File: config.mk
export PLATFORM = sky130hd
export DESIGN_NAME = scope_trigger_ctrl
export DESIGN_NICKNAME = d
export VERILOG_FILES = /design/src/rtl/scope_pkg.sv /design/src/rtl/scope_edge_detect.sv /design/src/rtl/scope_trigger_ctrl.sv
export SDC_FILE = /design/constraint.sdc
export NUM_CORES = 1
export LEC_CHECK = 0
export ABC_CLOCK_PERIOD_IN_PS = 5200
export CAP_MARGIN = 10
export CELL_PAD_IN_SITES_DETAIL_PLACEMENT = 2
export CELL_PAD_IN_SITES_GLOBAL_PLACEMENT = 2
export CORE_MARGIN = 2
export CORE_UTILIZATION = 38
export CTS_BUF_LIST = sky130_fd_sc_hd__clkbuf_8 sky130_fd_sc_hd__clkbuf_16
export DETAILED_ROUTE_END_ITERATION = 10
export HOLD_SLACK_MARGIN = 0.02
export PLACE_DENSITY_LB_ADDON = 0.1
export SYNTH_ARGS = -nofsm -noshare
export SYNTH_HDL_FRONTEND = slang
export SYNTH_SLANG_ARGS = --single-unit
File: constraint.sdc
create_clock -name clk -period 5.2 [get_ports clk]
set_input_delay 0.52 -clock clk [delete_from_list [all_inputs] [get_ports clk]]
set_output_delay 0.52 -clock clk [all_outputs]
set_load 0.1 [all_outputs]
File: src/rtl/scope_pkg.sv
// Shared definitions for the scope trigger controller and its capture stage.
package scope_pkg;

  localparam int unsigned SCOPE_BITS = 16;
  localparam int unsigned SIGNAL_W   = 3;

  typedef enum logic [1:0] {
    StIdle    = 2'd0,
    StArmed   = 2'd1,
    StCapture = 2'd2,
    StHold    = 2'd3
  } scope_state_e;

  typedef enum logic [1:0] {
    TrigBit0 = 2'd0,
    TrigBit1 = 2'd1,
    TrigBit2 = 2'd2,
    TrigAny  = 2'd3
  } trig_sel_e;

endpackage

File: src/rtl/scope_edge_detect.sv
// Edge detector on the probed bus: registers the previous sample and flags the
// selected edge combinationally.
module scope_edge_detect
  import scope_pkg::*;
(
  input  logic                clk,
  input  logic                reset,
  input  logic [SIGNAL_W-1:0] the_signal,
  input  logic [1:0]          trig_sel,
  input  logic                trig_pol,
  output logic                trig_event
);

  logic [SIGNAL_W-1:0] prev_sig_q;
  logic [SIGNAL_W-1:0] rise;
  logic [SIGNAL_W-1:0] fall;
  logic [SIGNAL_W-1:0] edge_vec;

  // Tracks in every state so an edge on the first armed cycle is seen.
  always_ff @(posedge clk or negedge reset) begin
    if (!reset) begin
      prev_sig_q <= '0;
    end else begin
      prev_sig_q <= the_signal;
    end
  end

  always_comb begin
    rise       = the_signal & ~prev_sig_q;
    fall       = ~the_signal & prev_sig_q;
    edge_vec   = trig_pol ? rise : fall;
    trig_event = 1'b0;
    unique case (trig_sel)
      TrigBit0: trig_event = edge_vec[0];
      TrigBit1: trig_event = edge_vec[1];
      TrigBit2: trig_event = edge_vec[2];
      TrigAny:  trig_event = |(the_signal ^ prev_sig_q);
      default:  trig_event = 1'b0;
    endcase
  end

endmodule

File: src/rtl/scope_trigger_ctrl.sv
// Trigger controller: arms, waits for an edge, opens a fixed-length capture
// window, then holds off before re-arming or returning to idle.
module scope_trigger_ctrl
  import scope_pkg::*;
#(
  parameter int unsigned SAMPLE_COUNT   = 5,
  parameter int unsigned HOLDOFF_CYCLES = 1000000,
  parameter int unsigned CNT_W          = 20
) (
  input  logic                clk,
  input  logic                reset,
  input  logic [SIGNAL_W-1:0] the_signal,
  input  logic [1:0]          trig_sel,
  input  logic                trig_pol,
  input  logic                trig_mode,
  input  logic                arm,
  input  logic                force_trig,
  output logic                capture_enable,
  output logic                capture_done,
  output logic [1:0]          state_o,
  output logic [7:0]          sample_idx
);

  localparam logic [7:0] SampleLast = 8'(SAMPLE_COUNT);
  // A zero holdoff still spends one clock in HOLD.
  localparam logic [CNT_W-1:0] HoldLast =
      (HOLDOFF_CYCLES == 0) ? '0 : CNT_W'(HOLDOFF_CYCLES - 1);

  scope_state_e     state_q, state_d;
  logic [7:0]       idx_q, idx_d;
  logic [CNT_W-1:0] hold_cnt_q, hold_cnt_d;
  logic             cap_en_q;
  logic             cap_done_q;
  logic             trig_event;

  scope_edge_detect u_edge_detect (
    .clk        (clk),
    .reset      (reset),
    .the_signal (the_signal),
    .trig_sel   (trig_sel),
    .trig_pol   (trig_pol),
    .trig_event (trig_event)
  );

  always_comb begin
    state_d    = state_q;
    idx_d      = idx_q;
    hold_cnt_d = hold_cnt_q;
    unique case (state_q)
      StIdle: begin
        if (arm || trig_mode) state_d = StArmed;
      end
      StArmed: begin
        if (trig_event || force_trig) begin
          state_d = StCapture;
          idx_d   = 8'd1;
        end
      end
      StCapture: begin
        if (idx_q >= SampleLast) begin
          state_d    = StHold;
          hold_cnt_d = '0;
        end else begin
          idx_d = idx_q + 8'd1;
        end
      end
      StHold: begin
        if (hold_cnt_q >= HoldLast) begin
          state_d = trig_mode ? StArmed : StIdle;
        end else begin
          hold_cnt_d = hold_cnt_q + 1'b1;
        end
      end
      default: state_d = StIdle;
    endcase
  end

  // Outputs are registered from next-state so capture_enable never glitches.
  always_ff @(posedge clk or negedge reset) begin
    if (!reset) begin
      state_q    <= StIdle;
      idx_q      <= '0;
      hold_cnt_q <= '0;
      cap_en_q   <= 1'b0;
      cap_done_q <= 1'b0;
    end else begin
      state_q    <= state_d;
      idx_q      <= idx_d;
      hold_cnt_q <= hold_cnt_d;
      cap_en_q   <= (state_d == StCapture);
      cap_done_q <= (state_q == StCapture) && (state_d == StHold);
    end
  end

  assign capture_enable = cap_en_q;
  assign capture_done   = cap_done_q;
  assign state_o        = state_q;
  assign sample_idx     = idx_q;

endmodule

==> results.md <==
* Area of the die at 6450 µm²
* Die Span X at 80.3 µm
* Max clock buf depth at 2
* Achievable clock frequency at 361 MHz
* Antenna-violating nets left at 0
* Register share of total power at 35.1%
* Drt initial violations at 79
* Worst vdd rail ir drop at 0.278 mV
* Post-Route Hold Slack at 0.334 ns
* Final routed wirelength across all metal layers at 6060 µm
* Final Max Tran Viols at 0
* Proportion of layout cells with a drive suffix above 1 at 5.91%
* Yosys top cell area share at 39.6%
* Slowest stage cell, crit path: sky130_fd_sc_hd__o41ai_2
* Global-route usage over all layers at 20.8%
* Distinct cell type count after synthesis at 48
* Number of iterations in the first detailed-routing pass at 4
* Post-CTS repair timing setup buffer count at 0
* DRC viols at 0
* Ys async rst share at 100%
* Maximum Capacitance Violations at 0
* GRT Residual Overflow at 0
* Reg-to-Reg Start: state_o[0]
* Global placer's final weighted congestion at 0.764
* HPWL Detailed at 4220 µm
* Number of standard cells in the final layout excluding fillers at 326
* Finish-stage setup viols at 0
* Initial standard-cell utilization of the core at 39.7%
* Placeable Area at 5570 µm²
* Worst slew margin relative to its limit at 34.5%
* Number of global-route vias before repair at 2,027
* Detailed-route via count at 1,893
* Worst Setup Start Kind: input pin
* Dominant register cell in the synthesized netlist: sky130_fd_sc_hd__dfrtp_1
* Top cells by area in the synthesized netlist: sky130_fd_sc_hd__dfrtp_1 40%, sky130_fd_sc_hd__ha_1 7.9%, sky130_fd_sc_hd__mux2i_1 4.5%
* Final Hold Viols at 0
* Post-CTS Hold Fix Bufs at 0
* Cell type contributing the most total cell area after synthesis: sky130_fd_sc_hd__dfrtp_1
* Initial antenna violation count at 0
* Maximum net fanout on the critical path at 9
* Max Clock Skew at 0.00344 ns
* Worst Path Arrival at 2.94 ns
* Worst-Skew Late Latency at 0.28 ns
* Clock sink count at 35
* Post-cts resize count at 0
* Final Net Count at 278
* Number of flops mapped to enable cells by yosys at 0
* Pin slew with the least headroom to its limit at 0.980 ns
* Placed cells at 318
* Critical path launch point: the_signal[2]
* CP Class: input pin to register
* Switching portion of total power at 44.5%
* Power spent charging and discharging nets at 420 µW
* Combinational fraction of design power at 41.9%
* Post-Place Worst Slack at 2.12 ns
* Delay contributed by the slowest stage of the critical path at 0.72 ns
* Crit path required time at 5.38 ns
* Clock slew at reported path FFs at 0.07 ns
* Routed wire per std cell at 18.6 µm
* Pin count of the biggest net entering global routing at 36
* Ant diodes at 0
* Synthesis warning total at 0
* Syn Inst Count at 235
* Period Utilization, post-route at 53.2%
* Synthesized area at 2210 µm²
* Final critical-path setup slack at 2.43 ns
* Sequential fraction of the synthesis area at 39.6%
* CTS buffer count at 5
* Max H-tree Level at 2
* Clock tree from TritonCTS: built
* Flops & latches, synth at 35
* Avg Inst Size Synth at 9.42 µm²
* Lkg Pwr at 1.16 nW
* Areal power density over the cells at 369 nW/µm²
* Wire length of the first global-routing pass at 10,400 µm
* Syn nets at 260
* Worst hold-check path type: input pin to async pin
* Die Ht at 80.3 µm
* Standard-cell row count at 27
* Total negative slack at 0 ns
* Via density per instance at 5.81
* Clk pwr share at 23.1%
* Kind of capture point of the worst setup path: register
* Port buffer count at 22
* Critical path, cell by cell: clkdlybuf4s50_1, inv_1, ha_1, mux4_2, nor2b_1, o41ai_2, nor3_1, o22a_1
* Outcome: completed
* Internal portion of total power at 524 µW
* Setup repair after global routing missed its margin: false
* Growth of design area from synthesis to finish at 15.5%
* Minimum period implied by the final worst setup slack at 2.77 ns
* I/O pins at 23
* Buffer type at the clock tree root: sky130_fd_sc_hd__clkbuf_8
==> worst paths after layout <==
| kind | to | slack [ns] | depth (start not counted) |
|---|---|---|---|
| max | sample_idx[3] | 2.43 | 8 |
| min | hold_cnt_q[11] | 0.33 | 1 |
| max reg2reg | hold_cnt_q[10] | 2.48 | 6 |
| min reg2reg | sample_idx[4] | 0.53 | 1 |
| max in group asynchronous | hold_cnt_q[4] | 4.34 | 1 |
| min in group clk | sample_idx[4] | 0.53 | 1 |
==> per-layer routing <==
| metal | global-route usage (%) | share of wire [%] | vias to the layer above |
|---|---|---|---|
| li1 | - | - | 910 |
| met3 | 3.82 | 2.1 | 7 |
| met1 | 27.5 | 49 | 954 |
| met2 | 35.2 | 48 | 22 |
| met4 | 4.58 | 0.94 | 0 |
| met5 | 0 | 0 | - |
==> final cells by class <==
class                   instances  area [µm²]
fillers                       631        3020
multi-input cells             174        1220
repair buffers                 22         215
inverters                      15        56.3
flip-flops and latches         35         876
clock buffers                   7        96.3
clock inverters                 1        3.75
well taps                      72        90.1
==> power groups by stage <==
stage / clock network (mW) / logic [mW] / registers, mW
floorplan: 0 / 0.166 / 0.456
global placement: 0 / 0.390 / 0.336
detailed placement: 0 / 0.394 / 0.336
CTS: 0.227 / 0.396 / 0.332
global route: 0.236 / 0.427 / 0.335
finish: 0.218 / 0.395 / 0.331
==> synth_stat cells, types with 2 or more instances <==
cell                        count
sky130_fd_sc_hd__a2111oi_0      2
sky130_fd_sc_hd__a211o_1        2
sky130_fd_sc_hd__a21oi_1        9
sky130_fd_sc_hd__and3_1         7
sky130_fd_sc_hd__buf_2          4
sky130_fd_sc_hd__buf_6          2
sky130_fd_sc_hd__clkbuf_1       5
sky130_fd_sc_hd__dfrtp_1       35
sky130_fd_sc_hd__ha_1          14
sky130_fd_sc_hd__inv_1         15
sky130_fd_sc_hd__mux2i_1       10
sky130_fd_sc_hd__nand2_1       21
sky130_fd_sc_hd__nand2b_1      10
sky130_fd_sc_hd__nand3_1       18
sky130_fd_sc_hd__nand4_1        8
sky130_fd_sc_hd__nor2_1         6
sky130_fd_sc_hd__nor2b_1        5
sky130_fd_sc_hd__nor3_1        10
sky130_fd_sc_hd__nor4_1         2
sky130_fd_sc_hd__o21ai_0        5
sky130_fd_sc_hd__o22ai_1        2
sky130_fd_sc_hd__o31a_1         2
sky130_fd_sc_hd__o31ai_1        7
sky130_fd_sc_hd__or3_1          2
sky130_fd_sc_hd__or4_1          9
==> state kept, by name (all words and copies together) (netlist names) <==
signal,flops
hold_cnt_q,20
capture_done,1
capture_enable,1
state_o,2
sample_idx,8
u_edge_detect.prev_sig_q,3
==> kinds of logic after synthesis <==
family | count (synthesis) | share of synthesized area, %
buffers and inverters | 26 | 5.31
multiplexers | 12 | 6.05
AO/OA/AOI/OAI | 45 | 15.2
flip-flops | 35 | 39.6
AND/OR/NAND/NOR | 103 | 25.9
adder cells (fa/ha/maj) | 14 | 7.91
==> worst max-delay path, delay by kind of cell <==
| family | cells | cell delay [ns] |
|---|---|---|
| AOI/OAI and AO/OA | 2 | 0.93 |
| adders and majority gates | 1 | 0.18 |
| buffers and inverters | 2 | 0.56 |
| muxes | 1 | 0.44 |
| and+or+nand+nor | 2 | 0.30 |
==> per-stage QoR <==
step / utilization, % / instance area, µm² / power [mW]
floorplan: - / 2210 / 0.622
global placement: 44.1 / 2460 / 0.726
detailed placement: 44.1 / 2460 / 0.730
CTS: 45.9 / 2560 / 0.955
global route: 45.9 / 2560 / 0.998
finish: 45.9 / 2560 / 0.944
==> placed cells by master (no fill, tap or decap), drive strengths merged, types with 2 or more instances in the layout <==
master          n
dfrtp          35
nand2          21
clkdlybuf4s50  21
nand3          18
inv            16
ha             14
nand2b         10
nor3           10
mux2i          10
or4            10
a21oi           9
nand4           8
and3            8
o31ai           7
clkbuf          7
nor2            6
o21ai           5
nor2b           5
nor4            3
o31a            2
or3             2
a2111oi         2
o22ai           2
a211o           2
a211oi          2
o41ai           2
No activity file was read; power rests on OpenSTA's default activity.
